## src/rtl/alu_mc_pkg.sv

```systemverilog
// Shared constants for the multi-cycle ALU: opcodes, FSM state encodings and flag bit positions.
package alu_mc_pkg;

  typedef logic [3:0] opcode_t;

  localparam opcode_t OP_PASS_B = 4'b0001;
  localparam opcode_t OP_ADD    = 4'b0010;
  localparam opcode_t OP_SUB    = 4'b0011;
  localparam opcode_t OP_AND    = 4'b0100;
  localparam opcode_t OP_OR     = 4'b0101;
  localparam opcode_t OP_XOR    = 4'b0110;
  localparam opcode_t OP_NOT    = 4'b0111;
  localparam opcode_t OP_SHR1   = 4'b1000;
  localparam opcode_t OP_SHL1   = 4'b1001;
  localparam opcode_t OP_IMM    = 4'b1010;
  localparam opcode_t OP_ADDI   = 4'b1011;
  localparam opcode_t OP_ACC    = 4'b1100;
  localparam opcode_t OP_MUL    = 4'b1101;
  localparam opcode_t OP_SHLV   = 4'b1110;
  localparam opcode_t OP_SAR1   = 4'b1111;

  localparam int unsigned STATE_W = 2;
  localparam logic [STATE_W-1:0] ST_IDLE = 2'd0;
  localparam logic [STATE_W-1:0] ST_CALC = 2'd1;
  localparam logic [STATE_W-1:0] ST_DONE = 2'd2;

  // Bit positions inside the {N,Z,C,V} flags vector
  localparam int unsigned FLAG_N = 3;
  localparam int unsigned FLAG_Z = 2;
  localparam int unsigned FLAG_C = 1;
  localparam int unsigned FLAG_V = 0;

endpackage

```

## src/rtl/alu_mc_mul.sv

```systemverilog
// Radix-2 shift-add signed multiplier producing the full 2*DATA_SIZE product.
// Only built when ALU_MC_MUL_EN is defined.
`ifdef ALU_MC_MUL_EN
module alu_mc_mul #(
  parameter int unsigned DATA_SIZE = 8
) (
  input  logic                   clk,
  input  logic                   rst,
  input  logic                   load,
  input  logic                   step,
  input  logic [DATA_SIZE-1:0]   a,
  input  logic [DATA_SIZE-1:0]   b,
  output logic                   last_c,
  output logic [2*DATA_SIZE-1:0] product
);
  localparam int unsigned CNT_W = (DATA_SIZE > 1) ? $clog2(DATA_SIZE) : 1;
  localparam int unsigned PW    = 2 * DATA_SIZE;

  logic [CNT_W-1:0]     count;
  logic [PW-1:0]        mcand;
  logic [DATA_SIZE-1:0] mplier;
  logic [PW-1:0]        addend_c;
  logic                 final_c;

  assign final_c = (count == CNT_W'(DATA_SIZE - 1));
  assign last_c  = step && final_c;

  // The multiplier's sign bit carries negative weight, so its partial product is subtracted
  always_comb begin
    addend_c = '0;
    if (mplier[0]) addend_c = final_c ? (~mcand + PW'(1)) : mcand;
  end

  always_ff @(posedge clk) begin
    if (rst) begin
      count   <= '0;
      mcand   <= '0;
      mplier  <= '0;
      product <= '0;
    end else if (load) begin
      count   <= '0;
      mcand   <= PW'($signed(a));
      mplier  <= b;
      product <= '0;
    end else if (step) begin
      count   <= count + CNT_W'(1);
      mcand   <= mcand << 1;
      mplier  <= mplier >> 1;
      product <= product + addend_c;
    end
  end

endmodule
`endif

```

## src/rtl/alu_mc.sv

```systemverilog
// Multi-cycle ALU: single-cycle ops finish through DONE, signed MUL iterates in CALC.
// Define ALU_MC_MUL_EN to build the multiplier and CALC state; otherwise opcode 1101 passes A.
module alu_mc
  import alu_mc_pkg::*;
#(
  parameter int unsigned DATA_SIZE   = 8,
  parameter int unsigned OPCODE_SIZE = 4,
  parameter int unsigned INSTR_SIZE  = 12
) (
  input  logic                  clk,
  input  logic                  rst,
  input  logic                  start,
  input  logic [INSTR_SIZE-1:0] instr_reg,
  input  logic [DATA_SIZE-1:0]  accumulator,
  input  logic [DATA_SIZE-1:0]  from_mem_data,
  output logic [DATA_SIZE-1:0]  alu_out,
  output logic                  we_alu,
  output logic                  busy,
  output logic                  done,
  output logic [3:0]            flags
);
  localparam int unsigned MSB = DATA_SIZE - 1;
  localparam int unsigned SHW = $clog2(DATA_SIZE);

  logic [STATE_W-1:0]     state_q, state_d;
  logic [OPCODE_SIZE-1:0] instr_op_c;
  logic [OPCODE_SIZE-1:0] op_q;
  logic [DATA_SIZE-1:0]   imm_q, a_q, b_q;
  logic                   accept_c;
  logic [DATA_SIZE-1:0]   res_c;
  logic [DATA_SIZE:0]     wide_c;
  logic                   carry_c, ovf_c;
  logic [3:0]             flags_c;

  assign instr_op_c = instr_reg[INSTR_SIZE-1 -: OPCODE_SIZE];

`ifdef ALU_MC_MUL_EN
  logic                   mul_last_c;
  logic [2*DATA_SIZE-1:0] mul_prod;
  logic                   mul_load_c;
  logic                   mul_step_c;

  assign mul_load_c = accept_c && (instr_op_c == OPCODE_SIZE'(OP_MUL));
  assign mul_step_c = (state_q == ST_CALC);

  alu_mc_mul #(
    .DATA_SIZE (DATA_SIZE)
  ) u_mul (
    .clk     (clk),
    .rst     (rst),
    .load    (mul_load_c),
    .step    (mul_step_c),
    .a       (accumulator),
    .b       (from_mem_data),
    .last_c  (mul_last_c),
    .product (mul_prod)
  );
`endif

  // State register
  always_ff @(posedge clk) begin
    if (rst) state_q <= ST_IDLE;
    else     state_q <= state_d;
  end

  // Next-state logic; start is only honoured in IDLE
  always_comb begin
    state_d  = state_q;
    accept_c = 1'b0;
    case (state_q)
      ST_IDLE: begin
        if (start) begin
          accept_c = 1'b1;
          state_d  = ST_DONE;
`ifdef ALU_MC_MUL_EN
          if (instr_op_c == OPCODE_SIZE'(OP_MUL)) state_d = ST_CALC;
`endif
        end
      end
`ifdef ALU_MC_MUL_EN
      ST_CALC: if (mul_last_c) state_d = ST_DONE;
`endif
      ST_DONE: state_d = ST_IDLE;
      default: state_d = ST_IDLE;
    endcase
  end

  // Operand capture at acceptance; inputs are ignored afterwards
  always_ff @(posedge clk) begin
    if (rst) begin
      op_q  <= '0;
      imm_q <= '0;
      a_q   <= '0;
      b_q   <= '0;
    end else if (accept_c) begin
      op_q  <= instr_op_c;
      imm_q <= instr_reg[DATA_SIZE-1:0];
      a_q   <= accumulator;
      b_q   <= from_mem_data;
    end
  end

  // Result and flag computation from the latched operands
  always_comb begin
    res_c   = a_q;
    wide_c  = '0;
    carry_c = 1'b0;
    ovf_c   = 1'b0;
    case (op_q)
      OPCODE_SIZE'(OP_PASS_B): res_c = b_q;
      OPCODE_SIZE'(OP_ADD): begin
        wide_c  = {1'b0, a_q} + {1'b0, b_q};
        res_c   = wide_c[MSB:0];
        carry_c = wide_c[DATA_SIZE];
        ovf_c   = (a_q[MSB] == b_q[MSB]) && (res_c[MSB] != a_q[MSB]);
      end
      OPCODE_SIZE'(OP_SUB): begin
        wide_c  = {1'b0, a_q} - {1'b0, b_q};
        res_c   = wide_c[MSB:0];
        carry_c = wide_c[DATA_SIZE];
        ovf_c   = (a_q[MSB] != b_q[MSB]) && (res_c[MSB] != a_q[MSB]);
      end
      OPCODE_SIZE'(OP_AND):  res_c = a_q & b_q;
      OPCODE_SIZE'(OP_OR):   res_c = a_q | b_q;
      OPCODE_SIZE'(OP_XOR):  res_c = a_q ^ b_q;
      OPCODE_SIZE'(OP_NOT):  res_c = ~a_q;
      OPCODE_SIZE'(OP_SHR1): res_c = {1'b0, a_q[MSB:1]};
      OPCODE_SIZE'(OP_SHL1): begin
        res_c   = {a_q[MSB-1:0], 1'b0};
        carry_c = a_q[MSB];
      end
      OPCODE_SIZE'(OP_IMM):  res_c = imm_q;
      OPCODE_SIZE'(OP_ADDI): begin
        wide_c  = {1'b0, a_q} + {1'b0, imm_q};
        res_c   = wide_c[MSB:0];
        carry_c = wide_c[DATA_SIZE];
        ovf_c   = (a_q[MSB] == imm_q[MSB]) && (res_c[MSB] != a_q[MSB]);
      end
      OPCODE_SIZE'(OP_ACC):  res_c = a_q;
`ifdef ALU_MC_MUL_EN
      OPCODE_SIZE'(OP_MUL): begin
        res_c = mul_prod[MSB:0];
        ovf_c = (mul_prod[2*DATA_SIZE-1:DATA_SIZE] != {DATA_SIZE{mul_prod[MSB]}});
      end
`endif
      OPCODE_SIZE'(OP_SHLV): res_c = a_q << imm_q[SHW-1:0];
      OPCODE_SIZE'(OP_SAR1): res_c = {a_q[MSB], a_q[MSB:1]};
      default:               res_c = a_q;
    endcase
    flags_c         = '0;
    flags_c[FLAG_N] = res_c[MSB];
    flags_c[FLAG_Z] = (res_c == '0);
    flags_c[FLAG_C] = carry_c;
    flags_c[FLAG_V] = ovf_c;
  end

  // Registered results; alu_out and flags hold until the next DONE
  always_ff @(posedge clk) begin
    if (rst) begin
      alu_out <= '0;
      flags   <= '0;
      done    <= 1'b0;
      we_alu  <= 1'b0;
    end else begin
      done   <= (state_q == ST_DONE);
      we_alu <= (state_q == ST_DONE) && (op_q == OPCODE_SIZE'(OP_ACC));
      if (state_q == ST_DONE) begin
        alu_out <= res_c;
        flags   <= flags_c;
      end
    end
  end

`ifdef ALU_MC_MUL_EN
  always_ff @(posedge clk) begin
    if (rst) busy <= 1'b0;
    else     busy <= (state_d == ST_CALC);
  end
`else
  assign busy = 1'b0;
`endif

endmodule

```

## config.mk

```make
export PLATFORM = sky130hd
export DESIGN_NAME = alu_mc
export DESIGN_NICKNAME = d
export VERILOG_FILES = /design/src/rtl/alu_mc_pkg.sv /design/src/rtl/alu_mc_mul.sv /design/src/rtl/alu_mc.sv
export SDC_FILE = /design/constraint.sdc
export NUM_CORES = 1
export LEC_CHECK = 0
export ABC_CLOCK_PERIOD_IN_PS = 4900
export BUFFER_PORTS_ARGS = -buffer_cell sky130_fd_sc_hd__buf_2
export CAP_MARGIN = 40
export CELL_PAD_IN_SITES_DETAIL_PLACEMENT = 0
export CELL_PAD_IN_SITES_GLOBAL_PLACEMENT = 1
export CORE_ASPECT_RATIO = 2
export CORE_MARGIN = 4
export CORE_UTILIZATION = 40
export DETAILED_ROUTE_END_ITERATION = 8
export PLACE_DENSITY = 0.77
export SLEW_MARGIN = 20
export SYNTH_ARGS = -nofsm -noshare
export SYNTH_HDL_FRONTEND = slang
export SYNTH_SLANG_ARGS = --single-unit
export TNS_END_PERCENT = 30
```

## constraint.sdc

```tcl
create_clock -name clk -period 4.9 [get_ports clk]
set_input_delay 0.49 -clock clk [delete_from_list [all_inputs] [get_ports clk]]
set_output_delay 0.49 -clock clk [all_outputs]
set_load 0.05 [all_outputs]
```

* Yosys cells after proc, flatten, opt, wreduce, memory -nomap -nowiden
Index checks and enable logic that the tools add are counted.
** Cells by class
- Multiplexer cells :: 5
- Shift operators :: 1
- Reductions and logical operators :: 7
- Eq/ne operators :: 20
- Bitwise logic cells :: 5
- Add/sub/neg operators :: 3
** Operators by type and width (count)
- 8-bit one-hot mux with 13 select lines :: 1
- 4-bit == test, second input constant :: 7
- 8-bit by 8-bit adder with 9-bit output :: 2
- 4-bit by 3-bit == test with 1-bit output, second input constant :: 4
- 8-bit by 8-bit subtractor with 9-bit output :: 1
- 8-bit AND :: 1
- 4-bit by 2-bit == test with 1-bit output, second input constant :: 2
- 8-bit logical NOT :: 1
- 8-bit inverter :: 1
- 8-bit OR :: 1
- 8-bit by 3-bit << shifter with 8-bit output :: 1
- 8-bit XOR :: 1
- 4-bit by 1-bit == test with 1-bit output, second input constant :: 1
- 1-bit logical AND :: 4
- 1-bit inequality test :: 4
- 1-bit one-hot mux with 4 select lines :: 1
- 1-bit one-hot mux with 3 select lines :: 1
- 1-bit == test :: 2
- 2-bit logical NOT :: 1
- 1-bit 2-to-1 mux :: 2
- 2-bit OR reduction :: 1
- 1-bit inverter :: 1
** Storage, ports and cells
- Output and inout port bits :: 15
- Bits in registers :: 43
- Input bits :: 31

* Depth between registers and ports, before layout
Gate-level depths: netlist of run 1.
- Word-level depth :: 4
- Gate-level depth with buffers :: 11
- Gate-level depth less buffers :: 10

* Least setup slack after synthesis of run 1
OpenSTA, ideal clock, no wires.
- Path kind :: register to register
- From :: reg a_q[2]
- To :: reg alu_out[7]
- Stages on the path, launching flop included :: 12
- Slack :: 2.322 ns
- Period minus slack after synthesis :: 2.578 ns
- Path buffers :: 2
- Required time :: 4.768 ns
- Arrival :: 2.446 ns
- Cell sequence :: dfxtp_1 -> clkbuf_1 -> inv_1 -> ha_1 -> buf_2 -> nor3_1 -> a2111oi_2 -> o31ai_1 -> a221o_1 -> o41ai_2 -> or2_1 -> a21oi_1
** On the way
- Cells in the longest elaborated chain, start to end :: 2
** Ends and longest elaborated chain
- start: declaration :: line alu_mc.sv:28 : logic [DATA_SIZE-1:0] imm_q, a_q, b_q;
- start signal: assignment :: line alu_mc.sv:98 : a_q <= accumulator;
- 8-bit by 8-bit adder with 9-bit output (tied with other cells) :: line alu_mc.sv:134 : wide_c = {1'b0, a_q} + {1'b0, imm_q};
- 8-bit one-hot mux with 13 select lines * :: line alu_mc.sv:109 : case (op_q)
- end signal: assignment :: line alu_mc.sv:168 : alu_out <= res_c;
- end: declaration :: line alu_mc.sv:16 : output logic [DATA_SIZE-1:0] alu_out,
Mark *: on every way between the ends. The rest lies on a longest branch, timed or not.
A chain may end at the register's enable or synchronous reset.

* Final worst setup path of run 1
- From :: reg op_q[1]
- To :: reg alu_out[7]
** On the way
- Cells in the longest elaborated chain, start to end :: 2
** Ends and longest elaborated chain
- start: declaration :: line alu_mc.sv:27 : logic [OPCODE_SIZE-1:0] op_q;
- start signal: assignment :: line alu_mc.sv:96 : op_q <= instr_op_c;
- 4-bit == test (tied with other cells) :: line alu_mc.sv:109
- 8-bit one-hot mux with 13 select lines * :: line alu_mc.sv:109
Marked as above.

==> impl_metrics.yaml, run 1 <==
grt:
  antenna_found_initial: 0
  grt_pass1_vias: 4030
  gr-total-overflow: 0
  grtUsageTotal: 0.245
  grt_pass1_wl_um: 22000
  grt_max_degree: 41
critical_path:
  slowest_stage: "dfxtp_1"
  critPathCaptureType: "flip-flop"
  crit_buf_inv: 1
  worstSetupStartpointType: "flip-flop"
  critical-path-top-delay-family: "compound AO/OA/AOI/OAI gates"
  required_ns: 5.04
  crit_chain: "buf_4 -> nor2b_1 -> a22oi_4 -> o41ai_1 -> or4_4 -> o41ai_2 -> or2_1 -> a21oi_1"
  arrival_ns: 3.46
  slowest_delay_ns: 0.66
  crit_fanout: 28
  crit_type: "reg -> reg"
finish:
  multi_input_area_sq_um: 2870
  antenna_cells: 0
  nFillCells: 979
  utilization: 0.455
  nets: 608
  seq_area_sq_um: 841
  drive_above_1_share: 0.133
  area_growth_pct: 10.3
cts:
  root_buffer: "clkbuf_16"
  cts_setup_buffers: 0
  cts.repair.resized: 0
  htree_levels: 2
  cts_buffers: 5
  clkSinkCount: 42
  worst_skew_pair.late_latency_ns: 0.29
  cts_hold_buf: 0
  clkTransAtPathRegs_ns: 0.06
  ctsLongestPathBuffers: 2
  cts_tree: "done"
yosys:
  async_flop_share: 0
  syn_nets: 592
  syn-instance-count: 525
  ys_seq_area_frac: 0.209
  yosys_warnings: 0
  ys_seq_elements: 42
  synth_edf_count: 0
  ys_types: 77
  synthesis.area_sq_um: 4030
  synthFlopType: "dfxtp_1"
  postSynthAreaPerCell_sq_um: 7.67
die:
  fp.dieH_um: 150
  core.rowCount: 51
  fp.dieW_um: 79.0
  start_util: 0.413
  coreArea_sq_um: 9760
  ios: 46
  die_area_sq_um: 11800
drt:
  vias: 4088
  finalWirelength_um: 14200
  ant_nets: 0
  dr.pass1.iters: 5
  post_drt_wl_per_cell_um: 21.0
  avgViaCountPerCell: 6.07
  drc: 0
  drt_iter0_drc: 295
status:
  status: "complete, no violations"
timing:
  setup_viol: 0
  finalClockSkew_ns: 0.00608
  final.setup.worst_slack_ns: 1.58
  relSlewSlack: 0.434
  slew_viol_final: 0
  finalCritPeriodShare: 0.677
  rsz0062_at_grt: "no"
  period_needed_ns: 3.32
  worst_slew_pin_slew_ns: 0.838
  hold-worst-slack_ns: 0.439
  setup_tns_ns: 0
  timing.fmax_mhz: 302
  finalHoldViolCount: 0
power_and_ir_drop:
  powerDensity_nw_per_um2: 244
  ir_drop_v: 0.000253
  total_power_mw: 1.09
  p_leak_nw: 1.84
placed_design:
  io_buffers: 44
  gp_congestion: 0.986
  place_ws_ns: 1.66
  dp_hpwl_um: 11200
job:
  maxCapViolCount: 0
worst_hold_path:
  min_path_type: "in -> reg"
synthesized netlist by cell type, types with 5 or more instances:
cell / count / area share
a32oi_1: 7 / 0.015
nor2_1: 29 / 0.027
or2_1: 5 / 0.0078
ha_1: 33 / 0.10
buf_4: 5 / 0.0093
o21ai_0: 16 / 0.020
nand3_1: 15 / 0.019
mux2i_1: 13 / 0.032
clkbuf_1: 16 / 0.015
buf_2: 16 / 0.020
a31oi_1: 5 / 0.0078
and3_1: 5 / 0.0078
inv_1: 30 / 0.028
a22oi_1: 6 / 0.011
nor3_1: 5 / 0.0062
nand2b_1: 9 / 0.014
a21oi_1: 51 / 0.063
nand2_1: 78 / 0.073
nor2b_1: 11 / 0.017
nor4_1: 5 / 0.0078
dfxtp_1: 42 / 0.21
a21o_1: 8 / 0.015
a211oi_1: 8 / 0.015
cell usage in the layout, fill, tap and decap left out, types with 5 or more instances in the layout:
cell type  instances
a31oi_1            5
and3_1             5
a22oi_1            6
nor2b_1           10
nand2_1           78
nand2b_1           9
a32oi_1            7
a21oi_1           51
buf_4              5
or2_1              5
nor3_1             5
nor2_1            29
nand3_1           15
inv_1             30
o21ai_0           16
nor4_1             5
buf_2             44
a21o_1             8
a211oi_1           8
ha_1              33
clkbuf_16          5
dfxtp_1           42
mux2i_1           13
report_power, final:
group          internal, mW  switching [mW]
sequential            0.360          0.0411
combinational         0.118           0.197
clock                 0.241           0.128
total                 0.719           0.366
flip-flops by register name, summed over array words and instances (netlist names):
register and flops:
b_q 8, a_q 8, imm_q 8, alu_out 8
we_alu 1, state_q 1, op_q 4, done 1
flags 3
per-stage QoR:
step	std cells	area, sq um
2_1_floorplan	525	4030
3_3_place_gp	664	4250
3_5_place_dp	666	4280
4_1_cts	674	4440
5_1_grt	674	4440
6_report	674	4440
cells by family (layout without fill, tap and decap cells):
| kind of cell | count (synthesis) | count (layout) | synth area share |
|---|---|---|---|
| other | 1 | 1 | 0.000931 |
| DFF | 42 | 42 | 0.209 |
| adders and majority gates | 36 | 36 | 0.117 |
| AOI/OAI and AO/OA | 157 | 157 | 0.273 |
| and+or+nand+nor | 191 | 191 | 0.239 |
| xor gates and xnor gates | 4 | 4 | 0.00870 |
| buffers and inverters | 72 | 89 | 0.0786 |
| muxes | 22 | 22 | 0.0742 |
final timing paths:
kind                endpoint  cells past startpoint  slack, ns    startpoint
setup / recovery  alu_out[7]                      8       1.58       op_q[1]
hold / removal      imm_q[5]                      3       0.44  instr_reg[5]
setup reg to reg  alu_out[7]                      8       1.58       op_q[1]
hold reg to reg   alu_out[2]                      2       0.46    alu_out[2]
area by class of cell:
class | count | area share
clock buffers | 7 | 0.0299
clock inverters | 1 | 0.00676
inverters | 30 | 0.0254
multi-input cells | 411 | 0.647
flip-flops and latches | 42 | 0.189
well taps | 132 | 0.0372
repair buffers | 51 | 0.0648
worst register-to-register path, delay by kind of cell (launching register included):
kind | cells | cell delay, ns
compound gates | 4 | 1.13
buf+inv | 1 | 0.42
flops | 1 | 0.66
simple gates | 3 | 0.95
metal layers:
| layer | GRT usage | routed length, um | vias up |
|---|---|---|---|
| met5 | 0 | 0 | - |
| met4 | 0.180 | 1090 | 0 |
| met3 | 0.0145 | 530 | 58 |
| met2 | 0.437 | 7320 | 152 |
| met1 | 0.268 | 5240 | 1935 |
| li1 | - | - | 1943 |
Note: power is estimated with default switching activity, not from simulation.
==> run 2, diff against run 1 <==
ABC_CLOCK_PERIOD_IN_PS = 3100   (was 4900)
clock period = 3.1 ns   (was 4.9 ns; I/O delays follow)
==> impl_metrics.yaml, run 2 (synthesized netlist as in run 1, its figures left out) <==
finish:
  utilization: 0.488
  mostFrequentLayoutCell: "nand2_1"
  area_growth_pct: 18.2
  nets: 648
  drive_above_1_share: 0.198
  antenna_cells: 0
  layout_common_cells: "nand2_1, a21oi_1, buf_4"
critical_path:
  r2r_slack_ns: 0.16
  crit_type: "reg -> reg"
  arrival_ns: 3.18
  worstSetupStartpointType: "flip-flop"
  critPathCapture: "flags[2]"
  critPathCaptureType: "flip-flop"
  critPathLaunch: "a_q[0]"
  r2r-start: "a_q[0]"
  rr_endpoint: "flags[2]"
  crit_fanout: 10
  required_ns: 3.34
  ff2ff_path_depth: 10
power_and_ir_drop:
  p_switching_mw: 0.625
  clkPwrFrac: 0.370
  switching_share: 0.332
  ir_drop_v: 0.000443
  p_leak_nw: 2.06
  comb_power_share: 0.306
  p_int_mw: 1.26
  powerDensity_nw_per_um2: 395
  power_frac_seq: 0.324
grt:
  antenna_found_initial: 0
  grtUsageTotal: 0.264
  grt_pass1_wl_um: 23600
  grt_pass1_vias: 4194
  gr-total-overflow: 0
  grt_max_degree: 41
timing:
  setup_viol: 0
  slew_viol_final: 0
  worst_slew_pin_slew_ns: 0.692
  finalClockSkew_ns: 0.00460
  setup_tns_ns: 0
  rsz0062_at_grt: "no"
  finalCritPeriodShare: 0.949
  finalHoldViolCount: 0
  hold-worst-slack_ns: 0.251
  relSlewSlack: 0.537
  period_needed_ns: 2.94
  timing.fmax_mhz: 340
die:
  coreArea_sq_um: 9760
  core.rowCount: 51
  start_util: 0.413
  ios: 46
  fp.dieH_um: 150
  die_area_sq_um: 11800
  fp.dieW_um: 79.0
placed_design:
  gp_congestion: 1.00
  dp_hpwl_um: 12500
  io_buffers: 44
drt:
  drc: 0
  drt_iter0_drc: 365
  vias: 4295
  dr.pass1.iters: 5
  avgViaCountPerCell: 6.02
  ant_nets: 0
  finalWirelength_um: 15400
  post_drt_wl_per_cell_um: 21.6
cts:
  cts_tree: "done"
  ctsLongestPathBuffers: 2
  clkSinkCount: 42
  root_buffer: "clkbuf_16"
  cts_buffers: 5
  cts_setup_buffers: 0
  clkTransAtPathRegs_ns: 0.06
  worst_skew_pair.late_latency_ns: 0.29
  htree_levels: 2
status:
  status: "complete, no violations"
worst_hold_path:
  min_path_type: "in -> reg"
  hold_depth: 3
job:
  maxCapViolCount: 0
-- run 2: cell count changes in the layout (fill, tap and decap cells not counted), sizes merged --
cell	delta
clkbuf	-2
bufinv	+1
clkinv	+1
buf	+40
-- run 2: worst min path at each step --
stage | end | slack (ns) | from
floorplan | b_q[4] | 0.45 | from_mem_data[4]
global placement | alu_out[0] | 0.45 | alu_out[0]
detailed placement | alu_out[0] | 0.46 | alu_out[0]
CTS | imm_q[5] | 0.25 | instr_reg[5]
global route | imm_q[0] | 0.26 | instr_reg[0]
finish | imm_q[5] | 0.25 | instr_reg[5]
-- run 2: layout make-up --
| type | instances | area [sq um] |
|---|---|---|
| fill | 1004 | 5000 |
| multi-input combinational | 411 | 2870 |
| sequential | 42 | 842 |
| timing repair buffer | 91 | 573 |
| tap | 132 | 165 |
| clock buffer | 5 | 125 |
| inverter | 30 | 113 |
| clock inverter | 3 | 68.8 |
-- run 2: worst max-delay path, cell delays in order, from the launching register on --
cell,delay [ns]
dfxtp_2,0.42
inv_1,0.09
ha_1,0.25
fa_1,0.43
nor3_1,0.26
nor3_1,0.12
a221oi_1,0.30
o32a_1,0.26
a41oi_1,0.16
nor4_1,0.39
a32o_2,0.22
-- run 2: per-stage QoR --
step	cell area (sq um)	setup WS [ns]	cells	power (mW)
5_1_grt	4760	0.0532	714	1.96
6_report	4760	0.158	714	1.88
3_3_place_gp	4560	0.197	706	1.18
4_1_cts	4760	0.0673	714	1.88
3_5_place_dp	4560	0.0682	706	1.18
2_1_floorplan	4030	0.522	525	0.982
-- run 2: power by group through the flow --
stage	clock [mW]	sequential, mW	combinational (mW)
floorplan	0	0.628	0.354
global placement	0	0.621	0.563
detailed placement	0	0.622	0.562
CTS	0.701	0.609	0.566
global route	0.727	0.614	0.619
finish	0.696	0.610	0.575
-- run 2: timing repair --
action / CTS / global route
hold buffers: 0 / 0
resized for setup: 0 / 1
endpoints found under the setup margin: 0 / 1
-- run 2: per-layer routing --
metal	global-route usage	wire length [um]
met1	0.286	5650
met4	0.164	1030
met5	0	0
met3	0.0307	737
met2	0.479	8020
